==> config.mk <==
export PLATFORM = sky130hd
export DESIGN_NAME = ir_nec_receiver
export DESIGN_NICKNAME = d
export VERILOG_FILES = /design/src/rtl/ir_nec_receiver.sv
export SDC_FILE = /design/constraint.sdc
export NUM_CORES = 1
export LEC_CHECK = 0
export CORE_MARGIN = 1
export CORE_UTILIZATION = 34
export DETAILED_ROUTE_END_ITERATION = 8
export HOLD_SLACK_MARGIN = 0.15
export MAX_ROUTING_LAYER = met4
export SYNTH_ARGS = -nofsm -noshare
export SYNTH_HDL_FRONTEND = slang
export SYNTH_SLANG_ARGS = --single-unit
==> constraint.sdc <==
create_clock -name clk -period 3.1 [get_ports clk]
set_clock_uncertainty 0.15 [all_clocks]
set_input_delay 0.465 -clock clk [delete_from_list [all_inputs] [get_ports clk]]
set_output_delay 0.465 -clock clk [all_outputs]
set_load 0.01 [all_outputs]
==> src/rtl/ir_nec_receiver.sv <==
// NEC infrared frame decoder: measures mark/space widths in microseconds
// and reports data frames, repeat codes and malformed frames.
module ir_nec_receiver #(
    parameter int CLKS_PER_US = 50,
    parameter int TIMEOUT_US  = 12000
) (
    input  logic        clk,
    input  logic        reset_n,
    input  logic        ir_rx,
    output logic [31:0] ir_command,
    output logic        ir_valid,
    output logic        ir_repeat,
    output logic        ir_error
);

    localparam int PW = (CLKS_PER_US > 1) ? $clog2(CLKS_PER_US) : 1;
    localparam logic [PW-1:0] PMAX = PW'(CLKS_PER_US - 1);
    localparam logic [13:0] TMO    = 14'(TIMEOUT_US);
    localparam logic [13:0] LM_LO  = 14'd8000;
    localparam logic [13:0] LM_HI  = 14'd10000;
    localparam logic [13:0] LSD_LO = 14'd4000;
    localparam logic [13:0] LSD_HI = 14'd5000;
    localparam logic [13:0] LSR_LO = 14'd2000;
    localparam logic [13:0] LSR_HI = 14'd2500;
    localparam logic [13:0] BM_LO  = 14'd400;
    localparam logic [13:0] BM_HI  = 14'd700;
    localparam logic [13:0] B1_LO  = 14'd1400;
    localparam logic [13:0] B1_HI  = 14'd1900;

    typedef enum logic [2:0] {
        S_IDLE,
        S_LEAD_MARK,
        S_LEAD_SPACE,
        S_BIT_MARK,
        S_BIT_SPACE,
        S_REP_MARK
    } state_t;

    function automatic logic in_win(
        input logic [13:0] v,
        input logic [13:0] lo,
        input logic [13:0] hi
    );
        return (v >= lo) && (v <= hi);
    endfunction

    logic          r_sync1, r_sync2, r_prev;
    logic          w_fall, w_rise, w_edge;
    logic [PW-1:0] r_presc;
    logic [13:0]   r_us;
    state_t        r_state, w_state_nxt;
    logic [5:0]    r_idx, w_idx_nxt;
    logic [31:0]   r_shift, w_shift_nxt;
    logic [31:0]   r_cmd, w_cmd_nxt;
    logic          r_has, w_has_nxt;
    logic          r_valid, w_valid_nxt;
    logic          r_rep, w_rep_nxt;
    logic          r_err, w_err_nxt;
    logic          w_lm, w_lsd, w_lsr, w_bm, w_b0, w_b1, w_tmo;

    assign w_fall = r_prev & ~r_sync2;
    assign w_rise = ~r_prev & r_sync2;
    assign w_edge = w_fall | w_rise;

    always_ff @(posedge clk) begin
        if (!reset_n) begin
            r_sync1 <= 1'b1;
            r_sync2 <= 1'b1;
            r_prev  <= 1'b1;
        end else begin
            r_sync1 <= ir_rx;
            r_sync2 <= r_sync1;
            r_prev  <= r_sync2;
        end
    end

    // At an edge r_us holds the length of the phase that just ended
    always_ff @(posedge clk) begin
        if (!reset_n || w_edge) begin
            r_presc <= '0;
            r_us    <= '0;
        end else if (r_presc == PMAX) begin
            r_presc <= '0;
            if (r_us != 14'h3FFF) begin
                r_us <= r_us + 14'd1;
            end
        end else begin
            r_presc <= r_presc + 1'b1;
        end
    end

    assign w_lm  = in_win(r_us, LM_LO, LM_HI);
    assign w_lsd = in_win(r_us, LSD_LO, LSD_HI);
    assign w_lsr = in_win(r_us, LSR_LO, LSR_HI);
    assign w_bm  = in_win(r_us, BM_LO, BM_HI);
    assign w_b0  = w_bm;
    assign w_b1  = in_win(r_us, B1_LO, B1_HI);
    assign w_tmo = (r_us >= TMO);

    always_comb begin
        w_state_nxt = r_state;
        w_idx_nxt   = r_idx;
        w_shift_nxt = r_shift;
        w_cmd_nxt   = r_cmd;
        w_has_nxt   = r_has;
        w_valid_nxt = 1'b0;
        w_rep_nxt   = 1'b0;
        w_err_nxt   = 1'b0;
        if (r_state != S_IDLE && !w_edge && w_tmo) begin
            w_err_nxt   = 1'b1;
            w_state_nxt = S_IDLE;
        end else begin
            case (r_state)
                S_IDLE: begin
                    if (w_fall) w_state_nxt = S_LEAD_MARK;
                end
                S_LEAD_MARK: begin
                    if (w_rise) begin
                        if (w_lm) begin
                            w_state_nxt = S_LEAD_SPACE;
                        end else begin
                            w_err_nxt   = 1'b1;
                            w_state_nxt = S_IDLE;
                        end
                    end
                end
                S_LEAD_SPACE: begin
                    if (w_fall) begin
                        if (w_lsd) begin
                            w_idx_nxt   = 6'd0;
                            w_state_nxt = S_BIT_MARK;
                        end else if (w_lsr) begin
                            w_state_nxt = S_REP_MARK;
                        end else begin
                            w_err_nxt   = 1'b1;
                            w_state_nxt = S_LEAD_MARK;
                        end
                    end
                end
                S_BIT_MARK: begin
                    if (w_rise) begin
                        if (!w_bm) begin
                            w_err_nxt   = 1'b1;
                            w_state_nxt = S_IDLE;
                        end else if (r_idx == 6'd32) begin
                            // Stop burst: command byte must match its complement
                            if (r_shift[31:24] == ~r_shift[23:16]) begin
                                w_cmd_nxt   = r_shift;
                                w_valid_nxt = 1'b1;
                                w_has_nxt   = 1'b1;
                            end else begin
                                w_err_nxt = 1'b1;
                            end
                            w_state_nxt = S_IDLE;
                        end else begin
                            w_state_nxt = S_BIT_SPACE;
                        end
                    end
                end
                S_BIT_SPACE: begin
                    if (w_fall) begin
                        if (w_b0 || w_b1) begin
                            w_shift_nxt[r_idx[4:0]] = w_b1;
                            w_idx_nxt   = r_idx + 6'd1;
                            w_state_nxt = S_BIT_MARK;
                        end else begin
                            w_err_nxt   = 1'b1;
                            w_state_nxt = S_LEAD_MARK;
                        end
                    end
                end
                S_REP_MARK: begin
                    if (w_rise) begin
                        if (w_bm) begin
                            w_rep_nxt = r_has;
                        end else begin
                            w_err_nxt = 1'b1;
                        end
                        w_state_nxt = S_IDLE;
                    end
                end
                default: w_state_nxt = S_IDLE;
            endcase
        end
    end

    always_ff @(posedge clk) begin
        if (!reset_n) begin
            r_state <= S_IDLE;
            r_idx   <= '0;
            r_shift <= '0;
            r_cmd   <= '0;
            r_has   <= 1'b0;
            r_valid <= 1'b0;
            r_rep   <= 1'b0;
            r_err   <= 1'b0;
        end else begin
            r_state <= w_state_nxt;
            r_idx   <= w_idx_nxt;
            r_shift <= w_shift_nxt;
            r_cmd   <= w_cmd_nxt;
            r_has   <= w_has_nxt;
            r_valid <= w_valid_nxt;
            r_rep   <= w_rep_nxt;
            r_err   <= w_err_nxt;
        end
    end

    assign ir_command = r_cmd;
    assign ir_valid   = r_valid;
    assign ir_repeat  = r_rep;
    assign ir_error   = r_err;

endmodule

Word level (Yosys, flattened, before mapping) --
Index checks and enable logic that the tools add are counted.
Storage, ports and cells: input port bits 3, register bits 100
Cells by class: bitwise gates (word level) 13, eq/ne operators 17, mux-type cells 37, reductions and logical operators 24, $add $sub $neg 3, magnitude comparators 13
Operator list (number):
- bitwise mux 32 bit | 1
- two-way mux 3 bit | 10
- >= comparator 14 x 11 -> 1 bit (second input constant) | 2
- two-way mux 6 bit | 4
- one-hot mux 3 bit (6 select lines) | 1
- AND reduction 6 bit | 3
- two-way mux 1 bit | 16
- inequality test 2 bit (second input constant) | 8
- adder 14 x 1 -> 14 bit (second input constant) | 1
- >= comparator 14 x 12 -> 1 bit (second input constant) | 1
- >= comparator 14 x 13 -> 1 bit (second input constant) | 1
- >= comparator 14 bit (second input constant) | 1
- >= comparator 14 x 9 -> 1 bit (second input constant) | 1
- less-or-equal comparator 14 x 10 -> 1 bit (second input constant) | 1
- less-or-equal comparator 14 x 11 -> 1 bit (second input constant) | 1
- less-or-equal comparator 14 x 12 -> 1 bit (second input constant) | 1
- less-or-equal comparator 14 x 13 -> 1 bit (second input constant) | 1
- less-or-equal comparator 14 bit (second input constant) | 1
- inequality test 14 bit (second input constant) | 1
- adder 6 x 1 -> 6 bit (second input constant) | 2
- equality test 6 bit (second input constant) | 2
- one-hot mux 6 bit (2 select lines) | 1
- NOT 1 bit | 9
- equality test 8 bit | 1
- other kinds (22) | 36

Logic depth before layout (Yosys ltp) --
Gate-level depths: netlist of run 1.
word-level depth 8, gate-level depth with buffers 10, depth with buffers taken out 8

Worst setup path before layout of run 1 --
No wires, ideal clock.
kind register to register, from register r_us[3], to register r_idx[4], path slack 660 ps, data required time 2880 ps, setup time 70 ps, stages on the path, launching flop included 8, path buffers 1, arrival time 2221 ps, cell sequence dfxtp_1 -> buf_6 -> or3_4 -> a311o_1 -> a311oi_4 -> o21ai_2 -> or4_1 -> a21oi_1
Between the ends: longest elaborated chain between the ends 5, elaborated cells on any way between the ends 16, classes of those cells order compare: 7; eq/ne: 2; bitwise: 1; reduce/logical: 6
Ends and longest elaborated chain:
- start, declared | line 50 | logic [13:0] r_us;
- start signal, assigned | line 85 | r_us <= r_us + 14'd1;
- >= comparator 14 x 9 -> 1 bit (tied with other cells) | line 44 | return (v >= lo) && (v <= hi);
- logical AND 1 bit | line 44
- logical OR 1 bit | line 162 | if (w_b0 || w_b1) begin
- inequality test 2 bit (no source line)
- AND reduction 6 bit (no source line) (*)
- end signal, assigned | line 199 | r_idx <= w_idx_nxt;
- end, declared | line 52 | logic [5:0] r_idx, w_idx_nxt;
Mark *: on every way between the ends. The rest lies on a longest branch, timed or not. A chain may end at the register's enable or synchronous reset.

Final worst setup path of run 1 --
from register r_us[6], to register r_idx[4]
The elaborated chain is that of the path after synthesis.

==> flow_summary_export.csv, run 1 <==
group,metric,value,unit
outcome,status,"complete, no violations",
global_route,grt_antenna_before_repair,0,
logic_synthesis,ys_seq_elements,100,
flow_run,drv_cap,0,
logic_synthesis,synth_area,0.00476,sq mm
logic_synthesis,synth-seq-area-share,42.1,%
timing,tightestPinTransition,0.651,ns
clock_tree,cts_root_buf,"clkbuf_16",
worst_setup_path,crit_start,"r_us[6]$_SDFFE_PP0P_",
cells_and_area,finalInstanceArea,0.00552,sq mm
cells_and_area,syn2layout_area_growth,16.0,%
logic_synthesis,synth.area.top_cells,"dfxtp_1, nand2_1, mux2i_1",
global_route,grt_pass1_vias,3846,
worst_setup_path,cp.depth,6,
power_and_ir_drop,p_leak,2.05,nW
power_and_ir_drop,comb_power_share,2.3,%
clock_tree,clkTransAtPathRegs,0.07,ns
die,fp.dieW,120,um
logic_synthesis,synth_flop_cell,"dfxtp_1",
worst_setup_path,cp_cell_sequence,"and4_1, o21ai_0, a211oi_1, a21oi_1, or4_1, a21oi_1",
worst_setup_path,critical_path_class,"register to register",
timing,max_freq,366,MHz
worst_setup_path,reg2regPathDepth,6,
worst_setup_path,r2r-end,"r_idx[4]$_SDFFE_PN0P_",
power_and_ir_drop,pwr-share-clk,46.2,%
cells_and_area,diodes,0,
route,wl_per_cell,14.1,um
die,rows,42,
worst_setup_path,crit_buf_inv,0,
timing,slew_headroom,56.1,%
placed_design,port_buffers,37,
worst_setup_path,crit_required,3.23,ns
logic_synthesis,synthTopCellsByCount,"nand2_1, dfxtp_1, nand3_1",
worst_setup_path,slowest_stage,"or4_1",
placed_design,dpl_cell_area,0.00521,sq mm
clock_tree,cts_resized,0,
min_path,hold_class,"register to register",
global_route,grt_first_pass_wirelength,18500,um
clock_tree,cts_setup_buffers,0,
clock_tree,clockBufferDepth,2,
worst_setup_path,worst-path-max-fanout,14,
route,detail_route.wirelength,10900,um
power_and_ir_drop,seq_power_share,51.5,%
die,die_h,120,um
clock_tree,cts-buffers-inserted,9,
placed_design,place_congestion,0.821,
clock_tree,cts-htree-levels,3,
logic_synthesis,avgSynthCellArea,8.23,sq um
die,core_area,0.0135,sq mm
clock_tree,clock_latency,0.35,ns
logic_synthesis,async_flop_share,0,%
logic_synthesis,synth_edf_count,0,
power_and_ir_drop,p_int,1.96,mW
power_and_ir_drop,p_switching,0.559,mW
worst_setup_path,r2r-start,"r_us[6]$_SDFFE_PP0P_",
logic_synthesis,synth_area_leader_cell,"dfxtp_1",
logic_synthesis,synth_warnings,0,
worst_setup_path,regToRegSetupSlack,0.37,ns
die,io_pins,38,
route,drcViolationCount,0,
logic_synthesis,syn-num-nets,592,
route,ant_nets,0,
route,first_pass_iters,5,
route,dr.first_iter.drc_count,279,
timing,finalCriticalPeriod,2.73,ns
timing,hold_viol_final,0,
worst_setup_path,crit_arrival,2.87,ns
worst_setup_path,cp_top_family,"compound AO/OA/AOI/OAI gates",
die,dieArea,0.0145,sq mm
timing,fin_crit_sh,88.1,%
power_and_ir_drop,p_per_area,457,mW/mm^2
timing,timing.setup.tns,0,ns
cells_and_area,post_route_cells_drive_above_1_share,5.21,%
placed_design,hpwl,7520,um
cells_and_area,fin_util,41.0,%
logic_synthesis,ys_types,59,
global_route,grtUsageTotal,16.3,%
logic_synthesis,synth.most_common_cell,"nand2_1",
logic_synthesis,syn_inst,578,
worst_setup_path,start_kind,"register",
global_route,grt-ovfl-total,0,
worst_setup_path,crit_top_cell,"a21oi_1",
timing,rsz0062_at_grt,"false",
timing,maxSlewViolCount,0,
clock_tree,cts_tree,"built",
cells_and_area,nNetsFinal,604,
clock_tree,cts.sinks,100,
global_route,grt_start_max_net_pins,46,
clock_tree,postCtsHoldBufs,0,
logic_synthesis,synth_top_cell_area_share,42.1,%
timing,finalSetupViolCount,0,
power_and_ir_drop,vdd_drop_max,0.256,mV
power_and_ir_drop,switching_share,22.1,%
route,dr_total_vias,3980,
worst_setup_path,end_kind,"register",
die,start_util,35.4,%
route,drt-vias-per-instance,5.16,
worst_setup_path,endpoint,"r_idx[4]$_SDFFE_PN0P_",
worst_setup_path,slowest_delay,0.60,ns
cells_and_area,fillers,1391,
## logic make-up (layout without fill, tap and decap cells)
kind of cell | Yosys count | in the layout | synth area share [%]
compound gates | 83 | 83 | 11.4
xor+xnor | 25 | 25 | 4.60
fa+ha+maj | 11 | 11 | 2.89
buf+inv | 56 | 73 | 4.97
flops | 100 | 100 | 42.1
mux | 34 | 34 | 7.16
simple gates | 269 | 269 | 26.9
## layout make-up
cell class / count / area (sq um) / area share (%)
Clock buffer: 10 / 239 / 4.33
Clock inverter: 6 / 68.8 / 1.25
Inverter: 13 / 48.8 / 0.884
Multi-Input combinational cell: 422 / 2520 / 45.6
Sequential cell: 100 / 2000 / 36.3
Tap cell: 176 / 220 / 3.99
Timing Repair Buffer: 44 / 423 / 7.66
## state kept, by name, indices dropped and copies added (netlist names)
register	count
ir_command	32
ir_error	1
ir_repeat	1
ir_valid	1
r_has	1
r_idx	6
r_presc	6
r_prev	1
r_shift	32
r_state	3
r_sync1	1
r_sync2	1
r_us	14
## power groups by stage
stage	Combinational [mW]	Sequential, mW	Clock, mW
6_report	0.0577	1.30	1.17
5_1_grt	0.0662	1.30	1.25
4_1_cts	0.0585	1.30	1.20
3_5_place_dp	0.0579	1.33	0
3_3_place_gp	0.0565	1.33	0
2_1_floorplan	0.0432	1.33	0
## cells in the final DEF (no fill, tap or decap), types with 6 or more instances in the layout
cell type and count:
clkdlybuf4s50_1 37, buf_4 7, xnor2_1 10, a21oi_1 42
inv_1 12, clkbuf_16 9, nor2_1 36, nand2_1 123
mux2i_1 34, nand3_1 48, xor2_1 15, dfxtp_1 100
nor3_1 7, and4_1 6, ha_1 11, o21ai_0 7
## metal layers
| metal | vias to the layer above | share of wire (%) | track usage (%) |
|---|---|---|---|
| met3 | 14 | 3.3 | 2.08 |
| met5 | - | 0 | - |
| li1 | 2015 | - | - |
| met1 | 1886 | 48 | 20.3 |
| met2 | 65 | 47 | 26.8 |
| met4 | 0 | 1.9 | 7.02 |
## metrics by stage
step | cells | worst slack, ns | hold slack (ns) | total power [mW]
finish | 771 | 0.368 | 0.259 | 2.52
global route | 771 | 0.266 | 0.301 | 2.62
CTS | 771 | 0.425 | 0.269 | 2.55
detailed placement | 755 | 0.424 | 0.256 | 1.39
global placement | 755 | 0.480 | 0.250 | 1.39
floorplan | 578 | 0.660 | 0.236 | 1.37
## worst min path at each step
| stage | from | endpoint | slack, ns | cells past startpoint |
|---|---|---|---|---|
| final | r_sync1$_SDFF_PN1_ | r_sync2$_SDFF_PN1_ | 0.26 | 1 |
| after global routing | r_sync1$_SDFF_PN1_ | r_sync2$_SDFF_PN1_ | 0.30 | 1 |
| after CTS | r_sync1$_SDFF_PN1_ | r_sync2$_SDFF_PN1_ | 0.27 | 1 |
| after detailed placement | r_sync1$_SDFF_PN1_ | r_sync2$_SDFF_PN1_ | 0.26 | 1 |
| after global placement | r_sync1$_SDFF_PN1_ | r_sync2$_SDFF_PN1_ | 0.25 | 1 |
| after floorplan | r_sync1$_SDFF_PN1_ | r_sync2$_SDFF_PN1_ | 0.24 | 1 |
Power figures use the tool's default switching activity.
==> run 2: changes to the inputs <==
- GPL_ROUTABILITY_DRIVEN: default -> 0
==> flow_summary_export.csv, run 2 (synthesis results as in run 1) <==
group,metric,value,unit
die,fp.dieW,120,um
worst_setup_path,cp_cell_sequence,"and4_1, o21ai_0, a211oi_1, a21oi_1, or4_1, a21oi_1",
global_route,grt_pass1_vias,3892,
route,drt-vias-per-instance,5.17,
worst_setup_path,crit_required,3.23,ns
route,dr_total_vias,3986,
route,dr.first_iter.drc_count,260,
power_and_ir_drop,p_leak,2.05,nW
worst_setup_path,r2r-start,"r_us[6]$_SDFFE_PP0P_",
global_route,grt_antenna_before_repair,0,
placed_design,hpwl,7480,um
die,start_util,35.4,%
worst_setup_path,r2r-end,"r_idx[3]$_SDFFE_PN0P_",
cells_and_area,post_route_cells_drive_above_1_share,5.21,%
worst_setup_path,slowest_delay,0.59,ns
placed_design,place_ws,0.466,ns
die,die_h,120,um
global_route,grt_start_max_net_pins,46,
timing,whs,0.275,ns
flow_run,drv_cap,0,
placed_design,numPlacedInstances,755,
cells_and_area,mostFrequentLayoutCell,"nand2_1",
power_and_ir_drop,pwr-share-clk,46.7,%
timing,rsz0062_at_grt,"false",
timing,timing.setup.tns,0,ns
cells_and_area,final_cell_mix,"nand2_1, dfxtp_1, nand3_1, a21oi_1, clkdlybuf4s50_1",
clock_tree,cts-htree-levels,3,
min_path,holdCritStartpoint,"r_sync1$_SDFF_PN1_",
global_route,grt-ovfl-total,0,
die,core_area,0.0135,sq mm
timing,finalCriticalPeriod,2.67,ns
worst_setup_path,crit_start,"r_us[6]$_SDFFE_PP0P_",
timing,hold_viol_final,0,
timing,finalSetupViolCount,0,
worst_setup_path,critical_path_class,"register to register",
die,io_pins,38,
worst_setup_path,reg2regPathDepth,6,
cells_and_area,nNetsFinal,604,
worst_setup_path,slowest_stage,"dfxtp_1",
cells_and_area,final_cells,771,
worst_setup_path,crit_buf_inv,0,
clock_tree,cts_tree,"built",
timing,fin_crit_sh,86.0,%
worst_setup_path,start_kind,"register",
worst_setup_path,regToRegSetupSlack,0.43,ns
power_and_ir_drop,comb_power_share,2.2,%
power_and_ir_drop,vdd_drop_max,0.304,mV
cells_and_area,diodes,0,
timing,slew_headroom,57.0,%
route,ant_nets,0,
global_route,grtUsageTotal,15.9,%
global_route,grt_first_pass_wirelength,18200,um
min_path,whs_path_depth,1,
route,drcViolationCount,0,
worst_setup_path,end_kind,"register",
worst_setup_path,worst-path-max-fanout,14,
timing,maxSlewViolCount,0,
timing,max_freq,375,MHz
placed_design,port_buffers,37,
clock_tree,cts_setup_buffers,0,
route,detail_route.wirelength,10600,um
min_path,hold_end,"r_sync2$_SDFF_PN1_",
timing,setup_slack,0.434,ns
clock_tree,cts.sinks,100,
clock_tree,cts-buffers-inserted,9,
worst_setup_path,crit_arrival,2.79,ns
clock_tree,cts_resized,0,
outcome,status,"complete, no violations",
route,wl_per_cell,13.7,um
power_and_ir_drop,switching_share,22.4,%
min_path,hold_class,"register to register",
cells_and_area,syn2layout_area_growth,16.5,%
die,rows,42,
route,first_pass_iters,4,
power_and_ir_drop,p_per_area,459,mW/mm^2
clock_tree,clkTransAtPathRegs,0.07,ns
clock_tree,postCtsHoldBufs,0,
clock_tree,cts_root_buf,"clkbuf_16",
power_and_ir_drop,p_switching,0.569,mW
worst_setup_path,crit_top_cell,"a21oi_1",
die,dieArea,0.0145,sq mm
power_and_ir_drop,seq_power_share,51.1,%
timing,tightestPinTransition,0.637,ns
power_and_ir_drop,p_int,1.97,mW
clock_tree,clockBufferDepth,2,
clock_tree,clock_latency,0.35,ns
worst_setup_path,cp_top_family,"compound AO/OA/AOI/OAI gates",
power_and_ir_drop,p_total,2.54,mW
-- run 2: changes by cell type in the layout (fill, tap and decap cells not counted) --
cell and change:
clkinv_2 -2, inv_6 -1, buf_12 +1, clkinv_4 +2, inv_8 +1, buf_4 -1
-- run 2: area by class of cell --
type / instances / area [sq um]
clock buffers: 10 / 239
clock inverters: 6 / 78.8
fillers: 1372 / 7910
inverters: 13 / 48.8
multi-input cells: 422 / 2520
flip-flops and latches: 100 / 2000
well taps: 176 / 220
repair buffers: 44 / 435
-- run 2: layer usage --
layer,track usage [%],share of wire [%]
met1,19.8,49
met2,25.9,46
met3,2.74,3.1
met4,5.71,1.6
met5,-,0
-- run 2: worst max path at each step --
stage	endpoint	slack, ns	cells after the start
3_5_place_dp	r_idx[3]$_SDFFE_PN0P_	0.47	5
4_1_cts	r_idx[2]$_SDFFE_PN0P_	0.44	5
2_1_floorplan	r_idx[4]$_SDFFE_PN0P_	0.66	7
5_1_grt	r_idx[5]$_SDFFE_PN0P_	0.12	5
3_3_place_gp	r_idx[3]$_SDFFE_PN0P_	0.48	6
6_report	r_idx[3]$_SDFFE_PN0P_	0.43	6
-- run 2: power by group through the flow --
stage	Clock [mW]	Combinational, mW	Sequential [mW]
global placement	0	0.0565	1.33
global route	1.26	0.0647	1.30
finish	1.19	0.0570	1.30
detailed placement	0	0.0575	1.33
floorplan	0	0.0432	1.33
CTS	1.21	0.0578	1.30
-- run 2: per-stage QoR --
step | area (sq um) | utilization, %
2_1_floorplan | 4760 | -
3_3_place_gp | 5220 | 38.8
3_5_place_dp | 5220 | 38.8
4_1_cts | 5540 | 41.2
5_1_grt | 5540 | 41.2
6_report | 5540 | 41.2
==> run 3: changes to the inputs <==
- CAP_MARGIN: default -> 20
==> results of run 3 <==
Final layout, timing and power as in run 2 (identical DEF).
